--- src/rtl/mips_dbg_pkg.sv ---
// Shared types and defaults for the MIPS register-file debug dumper.
package mips_dbg_pkg;

    localparam int DATA_W_DEF    = 32;
    localparam int ADDR_W_DEF    = 3;
    localparam int FREEZE_CYCLES = 1;

    typedef enum logic [2:0] {
        ST_IDLE   = 3'd0,
        ST_FREEZE = 3'd1,
        ST_READ   = 3'd2,
        ST_SEND   = 3'd3,
        ST_CSUM   = 3'd4,
        ST_DONE   = 3'd5
    } dump_state_t;

endpackage

--- src/rtl/mips_reg_dumper.sv ---
// Purpose: freeze the core and stream registers 0..NUM_REGS-1 out on valid/ready (+checksum beat with MIPS_REG_DUMP_CHECKSUM_EN).
// Latency: first out_valid 3 edges after start is sampled; at most one beat per 2 cycles.
// Backpressure: out_* held stable while out_valid && !out_ready; abort cancels at the next edge.
module mips_reg_dumper
    import mips_dbg_pkg::*;
#(
    parameter int DATA_W   = DATA_W_DEF,
    parameter int ADDR_W   = ADDR_W_DEF,
    parameter int NUM_REGS = 8
) (
    input  logic              clk,
    input  logic              rst_n,
    input  logic              start,
    input  logic              abort,
    output logic              freeze_req,
    output logic [ADDR_W-1:0] dump_read_reg,
    input  logic [DATA_W-1:0] dump_read_data,
    output logic              out_valid,
    input  logic              out_ready,
    output logic [DATA_W-1:0] out_data,
    output logic [ADDR_W-1:0] out_index,
    output logic              out_last,
    output logic              out_is_csum,
    output logic              busy,
    output logic              done
);

    localparam logic [ADDR_W-1:0] LAST_IDX    = ADDR_W'(NUM_REGS - 1);
    localparam logic [3:0]        SETTLE_LAST = 4'(FREEZE_CYCLES - 1);

    dump_state_t       r_state;
    logic [ADDR_W-1:0] r_index;
    logic [3:0]        r_settle;
    logic              r_freeze;
    logic              r_out_valid;
    logic [DATA_W-1:0] r_out_data;
    logic [ADDR_W-1:0] r_out_index;
    logic              r_out_last;
    logic              r_busy;
    logic              r_done;
`ifdef MIPS_REG_DUMP_CHECKSUM_EN
    logic [DATA_W-1:0] r_csum;
    logic              r_out_is_csum;
`endif

    logic w_abort;
    logic w_hs;

    assign w_abort = abort && (r_state == ST_FREEZE || r_state == ST_READ ||
                               r_state == ST_SEND   || r_state == ST_CSUM);
    assign w_hs    = r_out_valid && out_ready;

    always_ff @(posedge clk or negedge rst_n) begin
        if (!rst_n) begin
            r_state     <= ST_IDLE;
            r_index     <= '0;
            r_settle    <= '0;
            r_freeze    <= 1'b0;
            r_out_valid <= 1'b0;
            r_out_data  <= '0;
            r_out_index <= '0;
            r_out_last  <= 1'b0;
            r_busy      <= 1'b0;
            r_done      <= 1'b0;
`ifdef MIPS_REG_DUMP_CHECKSUM_EN
            r_csum        <= '0;
            r_out_is_csum <= 1'b0;
`endif
        end else begin
            r_done <= 1'b0;
            if (w_abort) begin
                // A beat handshaking on this edge still counts as delivered.
                r_state     <= ST_IDLE;
                r_out_valid <= 1'b0;
                r_freeze    <= 1'b0;
                r_busy      <= 1'b0;
            end else begin
                case (r_state)
                    ST_IDLE: begin
                        if (start) begin
                            r_state  <= ST_FREEZE;
                            r_freeze <= 1'b1;
                            r_busy   <= 1'b1;
                            r_index  <= '0;
                            r_settle <= '0;
                        end
                    end
                    ST_FREEZE: begin
`ifdef MIPS_REG_DUMP_CHECKSUM_EN
                        r_csum <= '0;
`endif
                        if (r_settle == SETTLE_LAST) begin
                            r_state <= ST_READ;
                        end else begin
                            r_settle <= r_settle + 4'd1;
                        end
                    end
                    ST_READ: begin
                        r_out_data  <= dump_read_data;
                        r_out_index <= r_index;
                        r_out_valid <= 1'b1;
                        r_state     <= ST_SEND;
`ifdef MIPS_REG_DUMP_CHECKSUM_EN
                        r_out_last    <= 1'b0;
                        r_out_is_csum <= 1'b0;
                        r_csum        <= r_csum + dump_read_data;
`else
                        r_out_last <= (r_index == LAST_IDX);
`endif
                    end
                    ST_SEND: begin
                        if (w_hs) begin
                            r_out_valid <= 1'b0;
                            if (r_index == LAST_IDX) begin
`ifdef MIPS_REG_DUMP_CHECKSUM_EN
                                r_state <= ST_CSUM;
`else
                                r_state  <= ST_DONE;
                                r_done   <= 1'b1;
                                r_freeze <= 1'b0;
`endif
                            end else begin
                                r_index <= r_index + ADDR_W'(1);
                                r_state <= ST_READ;
                            end
                        end
                    end
`ifdef MIPS_REG_DUMP_CHECKSUM_EN
                    ST_CSUM: begin
                        // First cycle presents the checksum beat, then waits for its handshake.
                        if (!r_out_valid) begin
                            r_out_data    <= r_csum;
                            r_out_index   <= '0;
                            r_out_last    <= 1'b1;
                            r_out_is_csum <= 1'b1;
                            r_out_valid   <= 1'b1;
                        end else if (out_ready) begin
                            r_out_valid <= 1'b0;
                            r_state     <= ST_DONE;
                            r_done      <= 1'b1;
                            r_freeze    <= 1'b0;
                        end
                    end
`endif
                    ST_DONE: begin
                        r_state <= ST_IDLE;
                        r_busy  <= 1'b0;
                    end
                    default: begin
                        r_state <= ST_IDLE;
                    end
                endcase
            end
        end
    end

    assign freeze_req    = r_freeze;
    assign dump_read_reg = r_index;
    assign out_valid     = r_out_valid;
    assign out_data      = r_out_data;
    assign out_index     = r_out_index;
    assign out_last      = r_out_last;
    assign busy          = r_busy;
    assign done          = r_done;
`ifdef MIPS_REG_DUMP_CHECKSUM_EN
    assign out_is_csum   = r_out_is_csum;
`else
    assign out_is_csum   = 1'b0;
`endif

endmodule
--- config.mk ---
export PLATFORM = sky130hd
export DESIGN_NAME = mips_reg_dumper
export DESIGN_NICKNAME = d
export VERILOG_FILES = /design/src/rtl/mips_dbg_pkg.sv /design/src/rtl/mips_reg_dumper.sv
export SDC_FILE = /design/constraint.sdc
export NUM_CORES = 1
export LEC_CHECK = 0
export CAP_MARGIN = 10
export CELL_PAD_IN_SITES_DETAIL_PLACEMENT = 0
export CELL_PAD_IN_SITES_GLOBAL_PLACEMENT = 1
export CORE_ASPECT_RATIO = 1.2
export CORE_MARGIN = 1.5
export CORE_UTILIZATION = 34
export DETAILED_ROUTE_END_ITERATION = 12
export PLACE_DENSITY_LB_ADDON = 0.1
export SYNTH_ARGS = -nofsm -noshare
export SYNTH_HDL_FRONTEND = slang
export SYNTH_SLANG_ARGS = --single-unit
--- constraint.sdc ---
create_clock -name clk -period 2.1 [get_ports clk]
set_input_delay 0.525 -clock clk [delete_from_list [all_inputs] [get_ports clk]]
set_output_delay 0.525 -clock clk [all_outputs]
set_load 0.005 [all_outputs]
==> tab_implementation.tex <==
\begin{tabular}{lr}
\hline
Metric & Value \\
\hline
\multicolumn{2}{l}{\textbf{Status}} \\
Status & complete, no violations \\
\multicolumn{2}{l}{\textbf{Floorplan}} \\
Number of top-level pins & 81 \\
Count of standard-cell rows & 32 \\
Total Die Area & 0.00700 mm² \\
Core box area & roughly 0.0064 mm² \\
Effective utilization at floorplan & roughly a third \\
Die width & roughly 77 µm \\
Chip height & 91.3 µm \\
\multicolumn{2}{l}{\textbf{Place}} \\
Routability congestion estimate from global placement & roughly 0.76 \\
Total half-perimeter wirelength after legalization and detailed placement & 3510 µm \\
Post-Place Cells & $\sim$340 \\
Placed Instance Area & 0.00315 mm² \\
Number of port buffers & about 80 \\
Post-place setup slack & about 0.053 ns \\
\multicolumn{2}{l}{\textbf{Pwr}} \\
Maximum VDD drop & 494 µV \\
Final Total Pwr & between 3 and 4 mW \\
Combinational power share & $\sim$45\% \\
Clk network pwr share & 14.4\% \\
Sequential Power Share & between 40\% and 50\% \\
Psw & about 1.1 mW \\
Net Sw Frac & slightly below 30\% \\
P\_int & roughly 2.7 mW \\
Pleak & 1.37 nW \\
Power per cell area & between 1000 and 1500 mW/mm² \\
\multicolumn{2}{l}{\textbf{Synthesis}} \\
Mean instance size in the synthesized netlist & $\sim$13 µm² \\
Share of synthesized area occupied by flip-flops and latches & approximately 57\% \\
Top FF cell, synth & dfrtp\_1 \\
Number of distinct library cells after synthesis & just over 40 \\
Yosys Warn Count & 0 \\
Post-synthesis register bit count & 50 \\
Number of standard cells after synthesis & about 170 \\
Area of the mapped netlist & between 0.002 and 0.0025 mm² \\
Number of nets in the synthesized netlist & approximately 210 \\
Number of flops mapped to enable cells by yosys & 0 \\
Ys async rst share & 100\% \\
\multicolumn{2}{l}{\textbf{CTS}} \\
Resized cells post-CTS & 0 \\
Post-CTS setup repair buffer count & 0 \\
Clock Sink Count & 50 \\
Number of CTS-inserted buffers & 5 \\
Number of buffers on the longest clock path & 2 \\
CTS Hold Buffers Added & 0 \\
Clock slew seen by the registers of the worst setup and hold paths & roughly 0.1 ns \\
Total number of H-tree levels & 2 \\
Root Buffer & clkbuf\_8 \\
Skew-Pair Late Insertion Delay & 0.30 ns \\
CTS tree & yes \\
\multicolumn{2}{l}{\textbf{Worst setup path}} \\
Critical path capture point type & output port \\
Max FO, Critical Path & 5 \\
Worst path bufs/invs & 1 \\
Required time of the critical path & 1.57 ns \\
Worst setup SP type & flop \\
Cell type group with the largest total delay on the critical path & buffers and inverters \\
Critical Path Max Stage Delay & roughly 0.54 ns \\
Cell at the slowest stage of the critical path & clkdlybuf4s50\_1 \\
Arrival time reported for the critical path endpoint & around 1.3 ns \\
Critical setup path kind & reg2out \\
Chain of cells forming the critical path & clkdlybuf4s50\_1 \\
\multicolumn{2}{l}{\textbf{STA}} \\
Fmax & 560 MHz \\
Setup violation total in the final timing report & 0 \\
Final-layout worst hold slack & $\sim$0.15 ns \\
Clock Skews & a little over 0.007 ns \\
Final TNS setup & 0 ns \\
Final number of hold-violating endpoints & 0 \\
Final worst path period need & about 1.8 ns \\
RSZ-0062 raised after global routing & no \\
Final critical-path share of the clock period & a little under nine tenths \\
Post-route worst setup slack & 0.315 ns \\
Final Max Tran Viols & 0 \\
\multicolumn{2}{l}{\textbf{Cells and area}} \\
Final Non-Filler Cells & $\sim$340 \\
Fraction of layout instances using a drive strength above 1 & 24.0\% \\
Number of flip-flops in the largest register & 32 \\
Final Net Count & roughly 300 \\
Fin area & between 0.003 and 0.004 mm² \\
Area Overhead vs Synth & 46.3\% \\
Final design utilization & about 51\% \\
Most common cell after layout, fill and taps aside & clkdlybuf4s50\_1 \\
Count of inserted antenna diode cells & 0 \\
Commonest cells after routing, fill and taps aside & clkdlybuf4s50\_1 (78), dfrtp\_1 (50), mux2\_2 (37) \\
\multicolumn{2}{l}{\textbf{Detailed routing}} \\
Vias post-DR & around 1,600 \\
Wirelength per Cell & 14.2 µm \\
Detailed-route vias per instance & approximately 4.7 \\
Length of the first detailed-routing pass in iterations & 4 \\
Routed Wire Length & about 4900 µm \\
Detailed router's first-iteration violation count & 48 \\
ANT nets after route & 0 \\
Residual DRC & 0 \\
\multicolumn{2}{l}{\textbf{Global routing}} \\
GR Util All Layers & between 10\% and 20\% \\
Wire length of the first global-routing pass & about 8000 µm \\
Antenna violations before repair & 0 \\
Overflow left after global routing & 0 \\
Number of global-route vias before repair & 1,631 \\
Largest net degree at the start of global routing & 31 \\
\multicolumn{2}{l}{\textbf{Min path}} \\
Hold/Removal Path Class & in2async \\
\multicolumn{2}{l}{\textbf{Job}} \\
Number of max-capacitance violations reported & 0 \\
\hline
\end{tabular}
==> worst paths after layout <==
| check | from | depth (start not counted) | to | slack (ns) |
|---|---|---|---|---|
| min | rst_n | 1 | r_state[1] | 0.15 |
| max reg2reg | r_settle[0] | 5 | r_settle[1] | 0.34 |
| min in group clk | out_data[11] | 1 | out_data[11] | 0.51 |
| min reg2reg | out_data[11] | 1 | out_data[11] | 0.51 |
| max in group asynchronous | rst_n | 2 | out_data[22] | 1.36 |
| max | dump_read_reg[0] | 1 | dump_read_reg[0] | 0.31 |
==> cell usage after synthesis, drive strengths merged, types with 2 or more instances <==
cell type	number	area (µm²)
o21ai	3	15.0
o22ai	2	12.5
nor2	4	15.0
inv	7	26.3
mux2	37	417
nor3	4	31.3
a31oi	2	12.5
mux2i	4	40.0
nor4	4	31.3
ha	4	50.1
nand2b	2	12.5
buf	5	46.3
clkbuf	4	15.0
dfrtp	50	1250
a21oi	4	20.0
nand3	2	10.0
and3	2	12.5
nand2	9	33.8
==> area by class of cell <==
class | instances | area, µm²
clock buffer | 5 | 68.8
clock inverter | 2 | 13.8
fill | 589 | 3130
inverter | 7 | 26.3
multi-input combinational | 102 | 872
sequential | 50 | 1250
tap | 85 | 106
timing repair buffer | 92 | 896
==> power groups by stage <==
| stage | Clock [mW] | Combinational, mW | Sequential [mW] |
|---|---|---|---|
| 2_1_floorplan | 0 | 0.757 | 1.60 |
| 6_report | 0.555 | 1.71 | 1.58 |
| 3_3_place_gp | 0 | 1.72 | 1.60 |
| 4_1_cts | 0.581 | 1.74 | 1.59 |
| 5_1_grt | 0.609 | 1.87 | 1.65 |
| 3_5_place_dp | 0 | 1.74 | 1.61 |
==> kinds of logic after synthesis <==
logic type                 synth area share (%)
and+or+nand+nor                            8.89
adders and majority gates                  2.26
other                                     0.170
muxes                                      20.7
DFF                                        56.6
buffers and inverters                      3.96
AOI/OAI and AO/OA                          7.47
==> layer usage <==
metal	up-vias	routed length, µm	GRT usage, %
met5	-	0	0
met4	0	53	4.17
met3	5	257	3.92
met2	48	2460	24.4
met1	787	2100	18.7
li1	786	-	-
Note: power is estimated with default switching activity, not from simulation.
